[config.mk]
export PLATFORM = sky130hd
export DESIGN_NAME = lif_neuron_array
export DESIGN_NICKNAME = d
export VERILOG_FILES = /design/src/rtl/lif_neuron_array.sv
export SDC_FILE = /design/constraint.sdc
export NUM_CORES = 1
export LEC_CHECK = 0
export ABC_AREA = 1
export CORE_ASPECT_RATIO = 0.5
export CORE_MARGIN = 10
export CORE_UTILIZATION = 28
export CTS_CLUSTER_SIZE = 40
export DETAILED_ROUTE_END_ITERATION = 10
export HOLD_SLACK_MARGIN = 0.15
export PLACE_DENSITY = 0.55
export SLEW_MARGIN = 20
export SYNTH_ARGS = -nofsm -noshare
export SYNTH_HDL_FRONTEND = slang
export SYNTH_SLANG_ARGS = --single-unit
export TNS_END_PERCENT = 50
[constraint.sdc]
create_clock -name clk -period 8.3 [get_ports clk]
set_input_delay 1.245 -clock clk [delete_from_list [all_inputs] [get_ports clk]]
set_output_delay 1.245 -clock clk [all_outputs]
set_load 0.005 [all_outputs]
[src/rtl/lif_neuron_array.sv]
// Array of N_CH leaky integrate-and-fire neurons sharing one control/config set.
// Each lane integrates signed input, leaks toward zero and fires on the step strobe.

module lif_lane #(
  parameter int DATA_W   = 8,
  parameter int ACC_W    = 16,
  parameter int REFRAC_W = 4
) (
  input  logic                clk,
  input  logic                RST,
  input  logic                clken,
  input  logic                clr,
  input  logic                in_valid,
  input  logic                step,
  input  logic                reset_mode,
  input  logic [DATA_W-1:0]   din,
  input  logic [ACC_W-1:0]    threshold,
  input  logic [ACC_W-1:0]    leak,
  input  logic [REFRAC_W-1:0] refrac_len,
  output logic                spike,
  output logic [ACC_W-1:0]    acc
);

  logic [REFRAC_W-1:0]     refrac;
  logic signed [ACC_W:0]   din_x, acc_x, sum_x, v_x, lk_x, vl_x, res_x;
  logic signed [ACC_W-1:0] v, vl, thr;
  logic                    fire, active;

  function automatic logic [ACC_W-1:0] sat(input logic signed [ACC_W:0] x);
    logic signed [ACC_W:0] hi, lo;
    hi = $signed({2'b00, {(ACC_W-1){1'b1}}});
    lo = $signed({2'b11, {(ACC_W-1){1'b0}}});
    if (x > hi)      sat = hi[ACC_W-1:0];
    else if (x < lo) sat = lo[ACC_W-1:0];
    else             sat = x[ACC_W-1:0];
  endfunction

  always_comb begin
    din_x  = {{(ACC_W+1-DATA_W){din[DATA_W-1]}}, din};
    acc_x  = {acc[ACC_W-1], acc};
    sum_x  = in_valid ? acc_x + din_x : acc_x;
    v      = sat(sum_x);
    v_x    = {v[ACC_W-1], v};
    lk_x   = {1'b0, leak};
    vl_x   = v_x;
    vl     = '0;
    // Leak pulls toward zero; a sign change of the extended result means it crossed.
    if (!v[ACC_W-1] && (v != '0)) begin
      vl_x = v_x - lk_x;
      if (!vl_x[ACC_W]) vl = vl_x[ACC_W-1:0];
    end else if (v[ACC_W-1]) begin
      vl_x = v_x + lk_x;
      if (vl_x[ACC_W]) vl = vl_x[ACC_W-1:0];
    end
    thr    = threshold;
    res_x  = {vl[ACC_W-1], vl} - {thr[ACC_W-1], thr};
    fire   = (vl >= thr);
    active = (refrac == '0);
  end

  always_ff @(posedge clk) begin
    if (RST) begin
      acc    <= '0;
      refrac <= '0;
      spike  <= 1'b0;
    end else if (clken) begin
      if (clr) begin
        acc    <= '0;
        refrac <= '0;
        spike  <= 1'b0;
      end else if (step) begin
        if (!active) begin
          refrac <= refrac - REFRAC_W'(1);
          spike  <= 1'b0;
        end else if (fire) begin
          spike  <= 1'b1;
          refrac <= refrac_len;
          acc    <= reset_mode ? sat(res_x) : '0;
        end else begin
          spike  <= 1'b0;
          acc    <= vl;
        end
      end else if (in_valid && active) begin
        acc <= v;
      end
    end
  end

endmodule

module lif_neuron_array #(
  parameter int N_CH     = 4,
  parameter int DATA_W   = 8,
  parameter int ACC_W    = 16,
  parameter int REFRAC_W = 4
) (
  input  logic                    clk,
  input  logic                    RST,
  input  logic                    clken,
  input  logic                    clr,
  input  logic                    in_valid,
  input  logic [N_CH*DATA_W-1:0]  data_in,
  input  logic                    step,
  input  logic [ACC_W-1:0]        threshold,
  input  logic [ACC_W-1:0]        leak,
  input  logic [REFRAC_W-1:0]     refrac_len,
  input  logic                    reset_mode,
  output logic [N_CH-1:0]         spike_out,
  output logic                    spike_valid,
  output logic [N_CH*ACC_W-1:0]   membrane_out
);

  logic [N_CH-1:0][DATA_W-1:0] din;
  logic [N_CH-1:0][ACC_W-1:0]  acc;

  assign din          = data_in;
  assign membrane_out = acc;

  for (genvar i = 0; i < N_CH; i++) begin : g_lane
    lif_lane #(.DATA_W(DATA_W), .ACC_W(ACC_W), .REFRAC_W(REFRAC_W)) u_lane (
      .clk        (clk),
      .RST        (RST),
      .clken      (clken),
      .clr        (clr),
      .in_valid   (in_valid),
      .step       (step),
      .reset_mode (reset_mode),
      .din        (din[i]),
      .threshold  (threshold),
      .leak       (leak),
      .refrac_len (refrac_len),
      .spike      (spike_out[i]),
      .acc        (acc[i])
    );
  end

  // Pulse ignores clken so it always drops after one cycle.
  always_ff @(posedge clk) begin
    if (RST) spike_valid <= 1'b0;
    else     spike_valid <= clken & step & ~clr;
  end

endmodule

======== After elaboration in Yosys (flattened, before gate mapping) ========
Cells that the tools add are included.
cells by class
  add/subtract/negate cells ............... 20
  $lt $le $gt $ge ......................... 20
  eq/ne operators ......................... 8
  bitwise gates (word level) .............. 3
  muxes and demuxes ....................... 92
  reduce and logical (&&, ||, !) cells .... 34
operators with widths
  kind                    number
  $mux W16                56
  $gt A17 B16 Y1 const B  8
  $lt A17 B16 Y1 const B  8
  $add A16 B17 Y17        4
  $add A16 B8 Y17         4
  $mux W17                4
  $sub A16 B16 Y17        4
  $sub A16 B17 Y17        4
  $ge A16 B16 Y1          4
  $mux W4                 16
  $reduce_bool A16 Y1     4
  $ne A3 B2 Y1 const B    8
  $reduce_and A3 Y1       8
  $logic_not A4 Y1        4
  $mux W1                 16
  $sub A4 B1 Y4 const B   4
  $reduce_bool A3 Y1      4
  $logic_and A1 B1 Y1     8
  $logic_not A1 Y1        4
  $and A1 B1 Y1           2
  $reduce_and A2 Y1       1
  $reduce_bool A2 Y1      1
  $not A1 Y1              1
storage, ports and cells
  output and inout port bits .............. 69
  logic and storage cells ................. 190
  register bits ........................... 85
  input port bits ......................... 75

======== Logic depth before layout (Yosys ltp) ========
  depth in word-level cells ............... 18
  mapped depth ............................ 49
  mapped depth without buffers ............ 48

======== Cells and area by module ========
A second synthesis with hierarchy kept.
second synthesis, totals
  cell total of the unflattened synthesis .. 3794
  area, all modules ....................... 21758.4 um^2
modules (own cells, without submodules)
  module                        cells an instance  times used  seq. area each (um^2)  area an instance (um^2)
  lif_lane at g_lane[2].u_lane  957                1           420.4                  5499.0
  lif_lane at g_lane[0].u_lane  936                1           420.4                  5471.5
  lif_lane at g_lane[1].u_lane  941                1           420.4                  5385.2
  lif_lane at g_lane[3].u_lane  954                1           420.4                  5361.4
  lif_neuron_array              6                  1           20.0                   41.3

======== Worst setup path before layout ========
No wires, ideal clock.
  kind .................................... input to register
  start point ............................. input data_in[16]
  end point ............................... register g_lane[2].u_lane.acc[12]
  buffers on the path ..................... 2
  cell stages on the path ................. 47
  arrival time ............................ 7.268 ns
  data required time ...................... 8.230 ns
  library setup time ...................... 0.070 ns
  setup slack ............................. 0.963 ns
  cell sequence ........................... ha_1 > inv_1 > fa_1 > inv_1 > nand3_1 > nand2_2 > nand3_2 > nand2_2 > nand2_2 > a21oi_1 > nor2_4 > nand2_4 > buf_6 > inv_1 > or2_2 > nand2_1 > inv_1 > fa_1 > (+11 left out) > ha_1 > fa_1 > o21ai_1 > a21oi_1 > nor2_1 > nor2_1 > nand2_1 > nand3_1 > nand2_1 > nand2_1 > nand2_1 > nor2_1 > nor2_1 > buf_4 > nand2_1 > a21oi_1 > nand2_1 > a21oi_1
between the ends
  word-level cells in the longest chain between the ends .. 18
  elaborated cells on any way between the ends .. 27
  those cells by class .................... 4 x add/sub; 5 x order compare; 15 x mux; 3 x reduce/logical
RTL lines
  item                    line  text
  start: declaration      102   input logic [N_CH*DATA_W-1:0] data_in,
  $add A16 B8 Y17 *       41    sum_x = in_valid ? acc_x + din_x : acc_x;
  $mux W17 *              41
  $lt A17 B16 Y1          34    else if (x < lo) sat = lo[ACC_W-1:0];
  $mux W16                34
  $mux W16 *              33    if (x > hi) sat = hi[ACC_W-1:0];
  $add A16 B17 Y17        52    vl_x = v_x + lk_x;
  $mux W16                53    if (vl_x[ACC_W]) vl = vl_x[ACC_W-1:0];
  $mux W16                51    end else if (v[ACC_W-1]) begin
  (+2 left out)           -
  $lt A17 B16 Y1          34
  $mux W16                34
  $mux W16                33
  $mux W16                78    acc <= reset_mode ? sat(res_x) : '0;
  $mux W16                75    end else if (fire) begin
  $mux W16                72    if (!active) begin
  $mux W16 *              71    end else if (step) begin
  $mux W16 *              67    if (clr) begin
  end signal: assignment  78
  end signal: assignment  81    acc <= vl;
  end signal: assignment  84    acc <= v;
  end: declaration        21    output logic [ACC_W-1:0] acc
Mark *: on every way between the ends. The rest lies on a longest branch, timed or not. The select of a mux whose other input is x is not followed.
A chain may end at the register's enable or synchronous reset.

======== Worst setup path in the final report ========
  start point ............................. input data_in[24]
  end point ............................... register g_lane[3].u_lane.acc[2]
between the ends
  word-level cells in the longest chain between the ends .. 18
  elaborated cells on any way between the ends .. 27
  those cells by class .................... 4 x add/sub; 5 x order compare; 15 x mux; 3 x reduce/logical
RTL lines
  item                    line
  $add A16 B8 Y17 *       41
  $mux W17 *              41
  $lt A17 B16 Y1          34
  $mux W16                34
  $mux W16 *              33
  $add A16 B17 Y17        52
  $mux W16                53
  $mux W16                51
  (+2 left out)           -
  $lt A17 B16 Y1          34
  $mux W16                34
  $mux W16                33
  $mux W16                78
  $mux W16                75
  $mux W16                72
  $mux W16 *              71
  $mux W16 *              67
  end signal: assignment  78
  end signal: assignment  81
  end signal: assignment  84
  end: declaration        21
Marks and branches as above.

==> run metrics <==
Die Y=about 210 µm; DRC viols=0; Via density=~5.2; peak fanout along the critical path=13; Async S/R FF share, synth=0%; Worst Path Required=about 8.6 ns; Antenna diodes=0; Fmax=roughly 130 MHz; # fillers=around 8.2k; Synth Area in XOR/XNOR=around 5.8%; layout cells sized above 1=9.44%; Final Cell Area=between 20000 and 25000 µm²; DIE WIDTH=roughly 410 µm; Final setup violation count=0; netlist area before placement=roughly 21000 µm²; worst hold stages=2; post-synthesis sequential area ratio=between 8 and 9%; initial drt markers=around 2k; Main synth FF type=dfxtp_1; Cell variety after synth=between 60 and 70; Max-Cap Viols=0; post-synthesis mux area share=0%; via count=roughly 25k; Synth Area in Adders=about 18%; Top cell by count, worst path=nand2_1; Worst Hold Endpoint=g_lane[2].u_lane.spike; outcome=completed; post-DR wirelength/cell=19.5 µm; Clock Skews=approximately 0.016 ns; Layout Nets=4155; Startpoint Class=input port; Total Wirelength=93200 µm; Synthesis Warnings=0; IO Count=between 100 and 150; Tmin final=around 7.8 ns; Simple-Gate Fraction of Synth Area=~36%; largest net degree at the start of global routing=slightly below 80; port bufs=approximately 140; Place WS=-0.296 ns; Placer Congestion=between 0.9 and 1; Cell Area, Placed=about 24000 µm²; critical path class=in -> reg; Net Count, Synth=~4k; worst r2r src=g_lane[3].u_lane.acc[10]; Root Buffer=clkbuf_16; DRT antenna net count=0; initial antenna violation count=2; worst hold slack=0.473 ns; gr ovfl total=0; Slew @ Worst Pin=1.11 ns; Critical Path Max Stage Delay=around 0.5 ns; Mapped Cells=3593; detailed placement HPWL=roughly 80000 µm; Skew-Pair Late Insertion Delay=between 0.3 and 0.4 ns; first-pass GRT wire length=137000 µm; reg2reg end=g_lane[3].u_lane.acc[2]; Compound-Gate Fraction of Synth Area=between 20 and 25%; Clock Path Buffers=2; number of synthesized flops with an enable pin=0; CTS tree=yes; clk sinks=between 80 and 90; fin crit share=between 90% and 100%; R2R depth=43; core area=73400 µm²; WP data arrival=just over 8 ns; drt pass-1 iters=6; worst vdd ir=0.000115 V; syn_area_per_cell=a little under 6 µm²; vias in the first global route=around 23k; Lkg Pwr=0.0124 µW; Rel. slew slack=about a quarter; Fin. Hold Viols=0; Hold/Removal Path Class=reg -> reg; min-delay src=g_lane[2].u_lane.spike; Reg2Reg Setup Slack=1.40 ns; TritonCTS buffer count=9; post-route setup slack=around 0.51 ns; RSZ-0062 raised after global routing=false; row count=70; PwrDens=307 nW/µm²; CP endpoint kind=register; post-synthesis register bit count=85; GRT Resource Usage Total=a little over 20%; total die area=around 86000 µm²; starting density of the core=around 28%; Slew Limit Fails=0; area delta synth->final=18.2%; Hold-fix buffers, CTS=0; Clock transition at path regs=roughly 0.08 ns; main combinational cell family by area after synthesis=simple AND/OR/NAND/NOR gates; total power=about 7600 µW; Worst path slowest cell=clkdlybuf4s50_1; CTS H-tree depth=3
==> state kept, by name, indices dropped and copies added (netlist names) <==
signal and cells:
g_lane.u_lane.refrac 16, g_lane.u_lane.acc 64, g_lane.u_lane.spike 4, spike_valid 1
==> metal layers <==
layer,GRT usage (%),part of all wire [%],vias up
met5,0,0.012,-
met4,5.38,2.7,2
met3,2.70,5.6,113
met2,35.8,48,710
met1,26.1,44,11500
li1,-,-,12400
==> layout make-up <==
cell class	count	area (µm²)	area share, %
Timing Repair Buffer	308	2740	11.1
Clock inverter	7	80.1	0.325
Multi-Input combinational cell	2979	17100	69.5
Inverter	413	1550	6.30
Tap cell	972	1220	4.94
Clock buffer	9	225	0.915
Sequential cell	85	1700	6.91
==> repair_timing <==
action                     in CTS  in global routing
setup endpoints to repair       0                 78
setup buffers                   0                  3
hold endpoints to repair        0                  0
gates resized for setup         0                 34
==> cell families (layout without fill, tap and decap cells) <==
logic type,Yosys count,in the layout
adder cells (fa/ha/maj),284,284
buffers and inverters,529,737
flip-flops,85,85
XOR/XNOR,138,138
AND/OR/NAND/NOR,1697,1697
AO/OA/AOI/OAI,860,860
==> per-stage QoR <==
step | utilization [%] | instances | setup TNS, ns
final | 33.6 | 4773 | 0
after global routing | 33.6 | 4773 | 0
after CTS | 33.4 | 4770 | 0
after detailed placement | 33.0 | 4754 | -3.63
after global placement | 33.0 | 4754 | -3.66
after floorplan | - | 3593 | 0
==> power by group <==
part | switching [µW] | leakage (µW) | internal (µW)
sequential | 92.1 | 0.000701 | 468
clock | 205 | 0.000148 | 238
combinational | 4160 | 0.0116 | 2390
==> worst max-delay path by stage <==
stage	from	endpoint	slack, ns	depth (start not counted)
after floorplan	data_in[16]	g_lane[2].u_lane.acc[12]	0.96	47
final	data_in[24]	g_lane[3].u_lane.acc[2]	0.51	47
after detailed placement	data_in[31]	g_lane[3].u_lane.acc[2]	-0.30	42
after CTS	data_in[31]	g_lane[3].u_lane.acc[2]	0.09	42
after global placement	data_in[31]	g_lane[3].u_lane.acc[2]	-0.28	42
after global routing	data_in[0]	g_lane[0].u_lane.acc[8]	0.01	45
==> cells in the mapped netlist (all sizes together), types with 2 or more instances <==
library cell    n  area, µm²
dfxtp          85       1700
buf            46        309
o21ai         293       1510
clkbuf         70        264
a21boi          4       30.0
fa             16        320
o211ai         11       82.6
o2111ai         2       17.5
ha            268       3350
nor2          293       1150
and2            8       51.3
o221ai          4       35.0
a211oi         14        105
clkinv          3       11.3
and3            2       12.5
nor3           37        206
a31oi          12       75.1
inv           410       1540
or2            28        175
a21oi         472       2430
xor2           96        848
xnor2          42        368
nand3         307       1700
a21o           16        120
a311oi          3       26.3
o21a            2       15.0
nand3b         19        158
a221oi          5       43.8
nor4            9       62.6
o31ai           2       15.0
o21bai         12       90.1
nand2         963       3700
nand4          29        228
nor3b           2       15.0
o22ai           2       12.5
==> cells in the final DEF, fill, tap and decap left out, types with 6 or more instances in the layout <==
cell / instances
a211oi_1: 14
a21o_1: 16
a21oi_1: 454
a21oi_2: 15
a31oi_1: 10
and2_1: 7
buf_12: 6
buf_4: 159
clkbuf_16: 9
clkdlybuf4s50_1: 138
dfxtp_1: 85
fa_1: 16
ha_1: 267
inv_1: 394
inv_2: 15
nand2_1: 933
nand2_2: 26
nand3_1: 274
nand3_2: 32
nand3b_1: 15
nand4_1: 23
nor2_1: 279
nor2_2: 9
nor3_1: 33
nor4_1: 7
o211ai_1: 11
o21ai_0: 254
o21ai_1: 23
o21ai_2: 16
o21bai_1: 11
or2_2: 28
xnor2_1: 42
xor2_1: 95
==> worst max-delay path: cells and delay by family <==
kind / cells / cell delay [ns]
AOI/OAI and AO/OA: 8 / 1.22
adders and majority gates: 5 / 1.53
buffers and inverters: 7 / 1.25
and+or+nand+nor: 27 / 2.86
No activity file was read; power rests on OpenSTA's default activity.
